[src/rtl/div_ctrl.sv]
// div_ctrl: multi-cycle radix-2 restoring divider sequencer for the HI/LO path.
// Accepts a request from EX, stalls the pipeline while iterating, then holds
// {remainder, quotient} until EX drops start_i.
module div_ctrl #(
   parameter int unsigned WIDTH = 32,
   parameter int unsigned CNT_W = 6
) (
   input  logic               clk,
   input  logic               rst,
   input  logic               start_i,
   input  logic               annul_i,
   input  logic               signed_div_i,
   input  logic [WIDTH-1:0]   opdata1_i,
   input  logic [WIDTH-1:0]   opdata2_i,
   output logic [2*WIDTH-1:0] result_o,
   output logic               ready_o,
   output logic               stall_req_o
);

   typedef enum logic [1:0] {
      ST_FREE   = 2'd0,
      ST_BYZERO = 2'd1,
      ST_ON     = 2'd2,
      ST_END    = 2'd3
   } state_e;

   state_e             state_q, state_d;
   logic [CNT_W-1:0]   cnt_q, cnt_d;
   logic [WIDTH-1:0]   rem_q, rem_d;     // partial remainder
   logic [WIDTH-1:0]   quo_q, quo_d;     // dividend bits shifting out, quotient bits shifting in
   logic [WIDTH-1:0]   dvs_q, dvs_d;     // divisor magnitude
   logic               neg1_q, neg1_d;   // dividend was negative (signed mode only)
   logic               neg2_q, neg2_d;   // divisor was negative (signed mode only)
   logic [2*WIDTH-1:0] result_q, result_d;
   logic               ready_q, ready_d;

   logic [WIDTH:0]     shifted;
   logic [WIDTH+1:0]   diff;
   logic [WIDTH-1:0]   quo_fix;
   logic [WIDTH-1:0]   rem_fix;
   logic               op1_neg;
   logic               op2_neg;

   // Next-state, datapath and output logic.
   always_comb begin
      state_d  = state_q;
      cnt_d    = cnt_q;
      rem_d    = rem_q;
      quo_d    = quo_q;
      dvs_d    = dvs_q;
      neg1_d   = neg1_q;
      neg2_d   = neg2_q;
      result_d = result_q;
      ready_d  = ready_q;

      op1_neg  = signed_div_i & opdata1_i[WIDTH-1];
      op2_neg  = signed_div_i & opdata2_i[WIDTH-1];
      shifted  = {rem_q, quo_q[WIDTH-1]};
      diff     = {1'b0, shifted} - {2'b00, dvs_q};
      quo_fix  = (neg1_q ^ neg2_q) ? ((~quo_q) + WIDTH'(1)) : quo_q;
      rem_fix  = neg1_q ? ((~rem_q) + WIDTH'(1)) : rem_q;

      unique case (state_q)
         ST_FREE: begin
            result_d = '0;
            ready_d  = 1'b0;
            if (start_i && !annul_i) begin
               neg1_d = op1_neg;
               neg2_d = op2_neg;
               quo_d  = op1_neg ? ((~opdata1_i) + WIDTH'(1)) : opdata1_i;
               dvs_d  = op2_neg ? ((~opdata2_i) + WIDTH'(1)) : opdata2_i;
               rem_d  = '0;
               cnt_d  = '0;
               state_d = (opdata2_i == '0) ? ST_BYZERO : ST_ON;
            end
         end
         ST_BYZERO: begin
            result_d = '0;
            ready_d  = 1'b1;
            state_d  = ST_END;
         end
         ST_ON: begin
            if (annul_i) begin
               cnt_d   = '0;
               ready_d = 1'b0;
               state_d = ST_FREE;
            end else if (cnt_q != CNT_W'(WIDTH)) begin
               if (!diff[WIDTH+1]) begin
                  rem_d = WIDTH'(diff);
                  quo_d = {quo_q[WIDTH-2:0], 1'b1};
               end else begin
                  rem_d = WIDTH'(shifted);
                  quo_d = {quo_q[WIDTH-2:0], 1'b0};
               end
               cnt_d = cnt_q + CNT_W'(1);
            end else begin
               result_d = {rem_fix, quo_fix};
               ready_d  = 1'b1;
               state_d  = ST_END;
            end
         end
         ST_END: begin
            if (!start_i) begin
               result_d = '0;
               ready_d  = 1'b0;
               state_d  = ST_FREE;
            end
         end
         default: state_d = ST_FREE;
      endcase
   end

   // State and datapath registers with synchronous reset.
   always_ff @(posedge clk) begin
      if (rst) begin
         state_q  <= ST_FREE;
         cnt_q    <= '0;
         rem_q    <= '0;
         quo_q    <= '0;
         dvs_q    <= '0;
         neg1_q   <= 1'b0;
         neg2_q   <= 1'b0;
         result_q <= '0;
         ready_q  <= 1'b0;
      end else begin
         state_q  <= state_d;
         cnt_q    <= cnt_d;
         rem_q    <= rem_d;
         quo_q    <= quo_d;
         dvs_q    <= dvs_d;
         neg1_q   <= neg1_d;
         neg2_q   <= neg2_d;
         result_q <= result_d;
         ready_q  <= ready_d;
      end
   end

   assign result_o    = result_q;
   assign ready_o     = ready_q;
   assign stall_req_o = start_i & ~ready_q & ~annul_i;

endmodule

[config.mk]
export PLATFORM = sky130hd
export DESIGN_NAME = div_ctrl
export DESIGN_NICKNAME = d
export VERILOG_FILES = /design/src/rtl/div_ctrl.sv
export SDC_FILE = /design/constraint.sdc
export NUM_CORES = 1
export LEC_CHECK = 0
export CELL_PAD_IN_SITES_DETAIL_PLACEMENT = 1
export CELL_PAD_IN_SITES_GLOBAL_PLACEMENT = 1
export CORE_AREA = 3 3 159 161
export DETAILED_ROUTE_END_ITERATION = 8
export DIE_AREA = 0 0 162 164
export PLACE_DENSITY = 0.95
export SETUP_SLACK_MARGIN = 0.4
export SLEW_MARGIN = 20
export SYNTH_ARGS = -nofsm -noshare
export SYNTH_HDL_FRONTEND = slang
export SYNTH_SLANG_ARGS = --single-unit
[constraint.sdc]
create_clock -name clk -period 7.6 [get_ports clk]
set_input_delay 1.9 -clock clk [delete_from_list [all_inputs] [get_ports clk]]
set_output_delay 1.9 -clock clk [all_outputs]
set_load 0.1 [all_outputs]
After elaboration in Yosys (flattened, before gate mapping) --
Cells that the tools add are included.
Operators by class: $add $sub $neg 6, equality and inequality tests 11, multiplexer cells 32, bitwise logic cells 11, reduce and logical (&&, ||, !) cells 12
Operator list (count):
- 32-bit 2-to-1 mux | 11
- 64-bit 2-to-1 mux | 3
- 64-bit case mux with 3 select lines | 1
- 32-bit by 1-bit adder with 32-bit output, second input constant | 4
- 32-bit inverter | 4
- 32-bit case mux with 2 select lines | 2
- 33-bit by 32-bit subtractor with 34-bit output | 1
- 32-bit logical NOT | 1
- 6-bit 2-to-1 mux | 3
- 6-bit case mux with 2 select lines | 1
- 2-bit 2-to-1 mux | 5
- 2-bit inequality test, second input constant | 5
- 3-bit AND reduction | 3
- 2-bit case mux with 4 select lines | 1
- 6-bit by 1-bit adder with 6-bit output, second input constant | 1
- 3-bit inequality test, second input constant | 2
- 6-bit inequality test, second input constant | 1
- 1-bit AND | 4
- 2-bit equality test, second input constant | 2
- 1-bit 2-to-1 mux | 4
- 1-bit case mux with 4 select lines | 1
- 2-bit AND reduction | 2
- 4-bit AND reduction | 1
- 2-bit by 1-bit equality test with 1-bit output, second input constant | 1
- other kinds (7) | 8
Word-level totals: register bits 171, input bits 69, output and inout port bits 66, word-level logic and storage cells 81

Logic depth before layout (Yosys ltp) --
Gate-level depths: netlist (run 1).
depth after elaboration 6, depth in mapped cells 13

Worst setup path after synthesis (run 1) --
No wires, ideal clock.
path type input -> output, from input port annul_i, to output port stall_req_o, data arrival time 3.322 ns, required time 5.700 ns, setup slack 2.378 ns, cell stages on the path 2, path buffers 0, path through nand2b_1 > nor2_1
Between the ends: cells in the longest elaborated chain, start to end 2
Ends and longest elaborated chain:
- start, declared | line 11 | input logic annul_i,
- 1-bit inverter | line 140 | assign stall_req_o = start_i & ~ready_q & ~annul_i;
- 1-bit AND | line 140
- end, declared | line 17 | output logic stall_req_o
Every way passes these cells.

Worst setup path in the final report (run 1) --
Ends and elaborated chain as after synthesis.

==> results.json, run 1 <==
{
  "status": "complete, no violations",
  "synth-seq-cells": 171,
  "fin_nets": 1577,
  "crit_start": "annul_i",
  "synth_top_family_by_area": "compound AO/OA/AOI/OAI gates",
  "fin_crit_sh": 0.7735,
  "synth_top_cell_area_share": 0.3181,
  "yosys-mux-area-fraction": 0.02244,
  "rows": 57,
  "synthAdderAreaFrac": 0.05186,
  "rsz0062_at_grt": "no",
  "die-area_sq_um": 26570,
  "viasPerCell": 6.081,
  "final-setup-viol-count": 0,
  "io_buffers": 134,
  "gr-total-overflow": 0,
  "grt-busiest-layer": "met2",
  "cts_max_level": 4,
  "cts.clk_slew.worst_paths_ns": 0.07,
  "yosysUniqueCellTypes": 62,
  "reg2reg_from": "rem_q[2]",
  "place_congestion": 0.9249,
  "fmax_mhz": 170.1,
  "final_hold_viol_count": 0,
  "synth_most_common_cell": "dfxtp_1",
  "synthSimpleGateAreaFrac": 0.1894,
  "insertion_delay_ns": 0.45,
  "cts_setup_buffers": 0,
  "worst_slew_pin_slew_ns": 1.088,
  "grt_max_degree": 83,
  "syn_avg_cell_area_sq_um": 7.775,
  "cts-resized-gates": 0,
  "drive_gt1_frac": 0.04875,
  "crit_path_start_kind": "primary input",
  "grt_pass1_vias": 11170,
  "syn_inst": 1384,
  "synth_compound_area_frac": 0.2494,
  "setup_slack_ns": 1.722,
  "drtIter0Drc": 956,
  "min_to": "result_o[2]",
  "crit_fanout": 7,
  "crit_required_ns": 5.70,
  "finalSetupTns_ns": 0,
  "syn_area_sq_um": 10760,
  "synth_flop_cell": "dfxtp_1",
  "cts_buffers": 17,
  "ant_nets": 0,
  "wl_mm": 37.47,
  "start_util": 0.4464,
  "power_density_nw_per_um2": 267.2,
  "gr-usage-all-layers": 0.2782,
  "cts_root_buf": "clkbuf_16",
  "ys.warnings.count": 0,
  "min_path_cells": 2,
  "drv_slew": 0,
  "crit_type": "primary input to primary output",
  "synth-xor-area-share": 0.1213,
  "ys_seq_area_frac": 0.3181,
  "dp_hpwl_mm": 26.62,
  "power_leakage_nw": 4.674,
  "chipWidth_microns": 162,
  "holdBufCountCts": 0,
  "yosysTopAreaCell": "dfxtp_1",
  "final_area_sq_um": 12890,
  "clock-skew-final_ns": 0.01246,
  "die_h_microns": 164,
  "synthTopCellsByArea": "dfxtp_1 32%, xnor2_1 6.8%, nand2_1 5.8%, xor2_1 5.3%, o21ai_0 5.3%",
  "regToRegEndpoint": "rem_q[14]",
  "max-clock-path-buffers": 2,
  "place_area_sq_um": 12300,
  "drtPass1Iterations": 5,
  "pre_cts_ws_ns": 1.738,
  "antenna_found_initial": 0,
  "netlist_top_cells_count": "171 x dfxtp_1, 165 x nand2_1, 138 x nor2_1, 113 x o21ai_0, 106 x a21oi_1",
  "grt_first_pass_wirelength_mm": 59.60,
  "met1_usage": 0.3624,
  "vias": 10950,
  "worstHoldStart": "result_o[2]",
  "diodes": 0,
  "use_met3": 0.05498,
  "hold_path.class": "flop to flop",
  "cts.sinks": 171,
  "slew_headroom": 0.2698,
  "wl_per_cell_microns": 20.81,
  "ys_async_sr_fraction": 0,
  "cts_tree": "yes",
  "ir_drop_mv": 0.2919,
  "fin_crit_ns": 5.878,
  "arrival_ns": 3.98,
  "core-area_sq_um": 24110,
  "rr_worst_depth": 11,
  "syn_nets": 1497,
  "use_met2": 0.4583,
  "drc": 0,
  "pin_count": 135,
  "area_growth_pct": 19.76,
  "synth_edf_count": 0,
  "r2r_setup_slack_ns": 3.84,
  "drv_cap": 0,
  "end_kind": "primary output"
}
[metrics by stage]
step                power, mW  cells    util  hold slack, ns
finish                  3.444   1801  0.5346          0.4599
global route            3.647   1801  0.5346          0.4774
CTS                     3.424   1801  0.5343          0.4608
detailed placement      2.518   1769  0.5101          0.4526
global placement        2.440   1769  0.5101          0.4419
floorplan               2.109   1384       -          0.4319
[layer usage]
| metal | part of all wire | vias up |
|---|---|---|
| li1 | - | 5072 |
| met1 | 0.43 | 5387 |
| met2 | 0.47 | 404 |
| met3 | 0.070 | 88 |
| met4 | 0.030 | 0 |
| met5 | 0 | - |
[power by group]
group / internal, mW / switching [mW] / total (mW)
registers: 0.985 / 0.128 / 1.11
clock network: 0.477 / 0.410 / 0.887
logic: 0.504 / 0.941 / 1.44
total: 1.97 / 1.48 / 3.44
[cell families after synthesis]
logic type                 after synthesis
AOI/OAI and AO/OA                      417
xor gates and xnor gates               149
adders and majority gates               44
buffers and inverters                  135
DFF                                    171
muxes                                   24
and+or+nand+nor                        444
[critical path: stages]
cell and delay, ns:
clkdlybuf4s50_1 0.53, nand2b_1 0.28, nor2_1 0.12, clkdlybuf4s50_1 1.14
[state kept, by name, summed over array words and instances (netlist names)]
name      flops
result_o     64
dvs_q        32
neg1_q        1
ready_o       1
cnt_q         6
state_q       2
rem_q        32
quo_q        32
neg2_q        1
[placed cells by master, fill, tap and decap left out, types with 42 or more instances in the layout]
cell type,count
clkdlybuf4s50_1,133
ha_1,42
nor2_1,136
o21ai_0,113
xnor2_1,84
a21oi_1,106
inv_1,51
nand2_1,165
xor2_1,65
dfxtp_1,171
[layout make-up]
cell class / instances / area (sq um)
clock inverters: 13 / 130.1
flip-flops and latches: 171 / 3423
well taps: 324 / 405.4
fillers: 2946 / 11220
inverters: 51 / 191.4
clock buffers: 19 / 452.9
multi-input cells: 1078 / 6862
repair buffers: 145 / 1421
[worst max-delay path by stage]
stage,slack (ns),end
after detailed placement,1.74,stall_req_o
after global placement,1.76,stall_req_o
after CTS,1.72,stall_req_o
final,1.72,stall_req_o
after floorplan,2.38,stall_req_o
after global routing,1.65,stall_req_o
Power figures use the tool's default switching activity.
==> inputs of run 2 (changes only) <==
CORE_AREA = 3 3 173 175   (was 3 3 159 161)
DIE_AREA = 0 0 176 178   (was 0 0 162 164)
PLACE_DENSITY = 0.86   (was 0.95)
clock period = 5 ns   (was 7.6 ns; I/O delays follow)
==> run 2 against run 1 <==
Sequential share of layout area decreased by 0.19 points. Setup slack got worse by 0.59 ns. Sequential power grew 51%. Core utilization shrank 8.1 points. Final area is 0.72% higher. Routed wire length fell by 4.3%. Die area rose by 18%. Global-route usage shrank 5.3 points. First-iteration DRC count is 26% lower. Non-clock buffer count is 3 higher. Flip-flop and latch count stayed put. Cell count up 3.5%. Highest routed layer is now met5.
==> results.json, run 2 (synthesis gave the netlist of run 1 again) <==
{
  "cts_root_buf": "clkbuf_16",
  "cts-resized-gates": 0,
  "area_growth_pct": 20.62,
  "min_path_cells": 2,
  "finalSetupTns_ns": 0,
  "min_to": "result_o[33]",
  "fin_nets": 1580,
  "slew_headroom": 0.3056,
  "pre_cts_ws_ns": 0.6956,
  "final_hold_viol_count": 0,
  "drtIter0Drc": 704,
  "hold_path.class": "flop to flop",
  "final_cell_mix": "171 x dfxtp_1, 165 x nand2_1, 135 x nor2_1",
  "insertion_delay_ns": 0.44,
  "final.fill_count": 3468,
  "final_common_cell": "dfxtp_1",
  "cts_buffers": 17,
  "gr-total-overflow": 0,
  "power_leakage_nw": 4.698,
  "worst_hold_slack_ns": 0.4528,
  "r2r_setup_slack_ns": 1.33,
  "reg2reg_from": "rem_q[2]",
  "arrival_ns": 4.17,
  "layout.cells.non_filler": 1864,
  "regToRegEndpoint": "rem_q[19]",
  "max-clock-path-buffers": 2,
  "holdBufCountCts": 0,
  "final_util": 0.4534,
  "pin_count": 135,
  "dp_hpwl_mm": 26.75,
  "wl_mm": 35.87,
  "cts_setup_buffers": 0,
  "crit_fanout": 4,
  "wl_per_cell_microns": 19.24,
  "die-area_sq_um": 31330,
  "antenna_found_initial": 1,
  "power_density_nw_per_um2": 399.1,
  "cts.clk_slew.worst_paths_ns": 0.08,
  "cts.sinks": 171,
  "drv_cap": 0,
  "p_total_mw": 5.180,
  "drv_slew": 0,
  "multi_input_area_sq_um": 6869,
  "final_area_sq_um": 12980,
  "gr-usage-all-layers": 0.2253,
  "diodes": 0,
  "setup_slack_ns": 1.133,
  "crit_path_start_kind": "primary input",
  "end_kind": "flop",
  "rr_worst_depth": 11,
  "fmax_mhz": 258.6,
  "place_area_sq_um": 12390,
  "drive_gt1_frac": 0.05135,
  "cts_max_level": 4,
  "post-place-cells": 1832,
  "fin_crit_sh": 0.7733,
  "status": "complete, no violations",
  "rsz0062_at_grt": "no",
  "rows": 62,
  "cts_tree": "yes",
  "viasPerCell": 5.719,
  "crit_type": "primary input to flop",
  "chipWidth_microns": 176,
  "io_buffers": 134,
  "core-area_sq_um": 28630,
  "ant_nets": 0,
  "ir_drop_mv": 0.2734,
  "die_h_microns": 178,
  "seqCellArea_sq_um": 3423,
  "drc": 0,
  "start_util": 0.3759,
  "vias": 10660,
  "largest_reg_flops": 64,
  "drtPass1Iterations": 6,
  "grt_first_pass_wirelength_mm": 57.27,
  "place_congestion": 0.9088,
  "worst_slew_pin_slew_ns": 1.038,
  "clock-skew-final_ns": 0.01846,
  "grt_max_degree": 73,
  "crit_required_ns": 5.31,
  "worstHoldStart": "result_o[33]",
  "final-setup-viol-count": 0,
  "fin_crit_ns": 3.867,
  "grt_pass1_vias": 10780
}
==> run 2: how the worst max path moves through the flow <==
| stage | slack [ns] | start | depth (start not counted) | endpoint |
|---|---|---|---|---|
| 6_report | 1.13 | opdata1_i[12] | 10 | quo_q[30] |
| 5_1_grt | 0.87 | opdata1_i[4] | 10 | quo_q[30] |
| 4_1_cts | 1.15 | opdata2_i[15] | 8 | dvs_q[26] |
| 3_5_place_dp | 0.70 | opdata2_i[15] | 8 | dvs_q[26] |
| 3_3_place_gp | 0.77 | opdata2_i[15] | 8 | dvs_q[30] |
| 2_1_floorplan | 1.08 | annul_i | 2 | stall_req_o |
==> run 2: where the power goes <==
part	leakage, nW	total (mW)	internal, mW	switching (mW)
Clock	0.285	1.32	0.714	0.605
Combinational	3.03	2.18	0.773	1.40
Sequential	1.39	1.68	1.50	0.188
Total	4.70	5.18	2.98	2.20
==> run 2: cell type report <==
type / instances / area share
sequential: 171 / 0.2638
clock buffer: 19 / 0.03413
tap: 384 / 0.03702
timing repair buffer: 148 / 0.1111
inverter: 51 / 0.01475
multi-input combinational: 1078 / 0.5293
clock inverter: 13 / 0.01003
==> run 2: per-layer routing <==
layer / wire, microns / global-route usage
met1: 16670 / 0.3070
met3: 1908 / 0.03150
met2: 16330 / 0.3688
met5: 13 / 0
met4: 938 / 0.07357
==> run 2: worst max-delay path, cell delays in order <==
cell             delay, ns
clkdlybuf4s50_1       0.47
or4_1                 0.59
or4_1                 0.50
o21ai_0               0.33
o21ai_0               0.33
a21oi_1               0.25
xor2_1                0.20
o21ai_0               0.10
o21ai_0               0.09
nor2_1                0.05
==> inputs of run 3 (changes only) <==
clock period = 3.3 ns   (was 5 ns; I/O delays follow)
==> run 3 against run 2 <==
Core utilization is 4.2 points higher. Hold slack better by 0.0072 ns. Setup slack worse by 0.81 ns. Clock skew is 0.0040 ns lower. Sequential power is 53% higher. Register-to-register slack worse by 1.0 ns. Cell count is 4.9% higher. Flip-flop and latch count stayed put. Critical endpoint is now rem_q[16]. Largest power group unchanged. Highest routed layer is now met4.
==> results.json, run 3 (synthesis gave the netlist of run 1 again) <==
{
  "final.fill_count": 3420,
  "status": "complete, no violations",
  "pwr-share-clk": 0.237,
  "fin_nets": 1672,
  "hold_path.class": "flop to flop",
  "pin_count": 135,
  "pre_cts_ws_ns": -0.2294,
  "chipWidth_microns": 176,
  "cts.sinks": 171,
  "grt_max_degree": 75,
  "slew_headroom": 0.4106,
  "grt_first_pass_wirelength_mm": 60.95,
  "final_common_cell": "buf_4",
  "diodes": 0,
  "power_switching_mw": 3.792,
  "start_util": 0.3759,
  "cts_tree": "yes",
  "cts_buffers": 17,
  "fin_crit_ns": 2.973,
  "fmax_mhz": 336.4,
  "cts_root_buf": "clkbuf_16",
  "finalSetupTns_ns": 0,
  "crit_type": "flop to flop",
  "swShare": 0.4332,
  "drv_cap": 0,
  "core-area_sq_um": 28630,
  "largest_reg_flops": 64,
  "io_buffers": 134,
  "ant_nets": 0,
  "area_growth_pct": 31.78,
  "wl_per_cell_microns": 21.30,
  "grt_pass1_vias": 11300,
  "die_h_microns": 178,
  "rows": 62,
  "drtIter0Drc": 890,
  "drv_slew": 0,
  "clock-skew-final_ns": 0.01445,
  "insertion_delay_ns": 0.44,
  "p_int_mw": 4.963,
  "drive_gt1_frac": 0.2048,
  "arrival_ns": 3.32,
  "power_frac_comb": 0.469,
  "end_kind": "flop",
  "crit_required_ns": 3.65,
  "min_path_cells": 2,
  "final_hold_viol_count": 0,
  "gr-usage-all-layers": 0.2410,
  "antenna_found_initial": 0,
  "die-area_sq_um": 31330,
  "cts.clk_slew.worst_paths_ns": 0.07,
  "worst_slew_pin_slew_ns": 0.8768,
  "wl_mm": 41.67,
  "crit_path_start_kind": "flop",
  "power_density_nw_per_um2": 617.5,
  "drtPass1Iterations": 5,
  "crit_fanout": 6,
  "power_leakage_nw": 5.478,
  "ir_drop_mv": 0.4702,
  "setup_slack_ns": 0.3269,
  "rsz0062_at_grt": "yes",
  "dp_hpwl_mm": 27.42,
  "final_util": 0.4954,
  "fin_crit_sh": 0.9009,
  "gr-total-overflow": 0,
  "final-setup-viol-count": 0,
  "cts_max_level": 4,
  "vias": 11350,
  "drc": 0,
  "rr_worst_depth": 12,
  "place_congestion": 0.8971,
  "final_cell_mix": "164 x buf_4, 163 x dfxtp_1, 161 x nand2_1",
  "pwr-share-seq": 0.294,
  "max-clock-path-buffers": 2,
  "viasPerCell": 5.803
}
[run 3: cell types whose count changed in the layout (fill, tap and decap cells not counted), moves of 8 or more]
cell,delta
buf_4,+148
o21ai_0,-26
dfxtp_1,-8
clkdlybuf4s50_1,-73
ha_1,-10
o21ai_1,+18
[run 3: per-layer routing]
layer,part of all wire,track usage,vias to the layer above
met4,0.026,0.08512,0
met2,0.48,0.3969,396
met1,0.44,0.3209,5590
met5,0,0,-
met3,0.058,0.03831,87
li1,-,-,5278
[run 3: final cells by class]
type	instances	area, sq um	share of cell area
repair buffers	240	2087	0.1472
well taps	384	480.5	0.03388
flip-flops and latches	171	3436	0.2423
clock inverters	14	148.9	0.01050
inverters	51	193.9	0.01368
multi-input cells	1078	7395	0.5215
clock buffers	18	439.2	0.03097
[run 3: path summary, 6_finish.rpt]
check / from / endpoint / slack, ns
min reg2reg: result_o[34] / result_o[34] / 0.46
min: result_o[34] / result_o[34] / 0.46
max reg2reg: dvs_q[1] / rem_q[16] / 0.33
max: dvs_q[1] / rem_q[16] / 0.33
[run 3: through the flow]
step | power, mW | instances | instance area [sq um] | hold WS (ns)
final | 8.755 | 1956 | 14180 | 0.4600
after global routing | 9.177 | 1956 | 14180 | 0.4760
after CTS | 8.277 | 1938 | 13670 | 0.4641
after detailed placement | 5.962 | 1894 | 12740 | 0.4549
after global placement | 5.819 | 1894 | 12740 | 0.4408
after floorplan | 4.858 | 1384 | 10770 | 0.4319
[run 3: power groups by stage]
stage          clock, mW  combinational, mW  sequential, mW
6_report            2.08               4.10            2.57
5_1_grt             2.19               4.40            2.60
4_1_cts             2.09               3.65            2.54
3_5_place_dp           0               3.38            2.58
3_3_place_gp           0               3.26            2.56
2_1_floorplan          0               2.35            2.50
[run 3: critical path: stages (launching register included)]
cell       delay [ns]
dfxtp_2          0.37
inv_2            0.07
ha_4             0.23
nor2b_4          0.13
o21a_1           0.22
o31a_1           0.37
o2111ai_4        0.28
a31oi_4          0.15
o21ai_4          0.23
a31oi_4          0.18
buf_12           0.21
mux2i_4          0.20
a221oi_2         0.24
[run 3: repair_timing]
item	CTS	global route
setup buffers	11	16
cloned	1	2
setup endpoints to repair	58	69
pin swaps	14	41
hold buffers	0	0
gates resized for setup	56	95
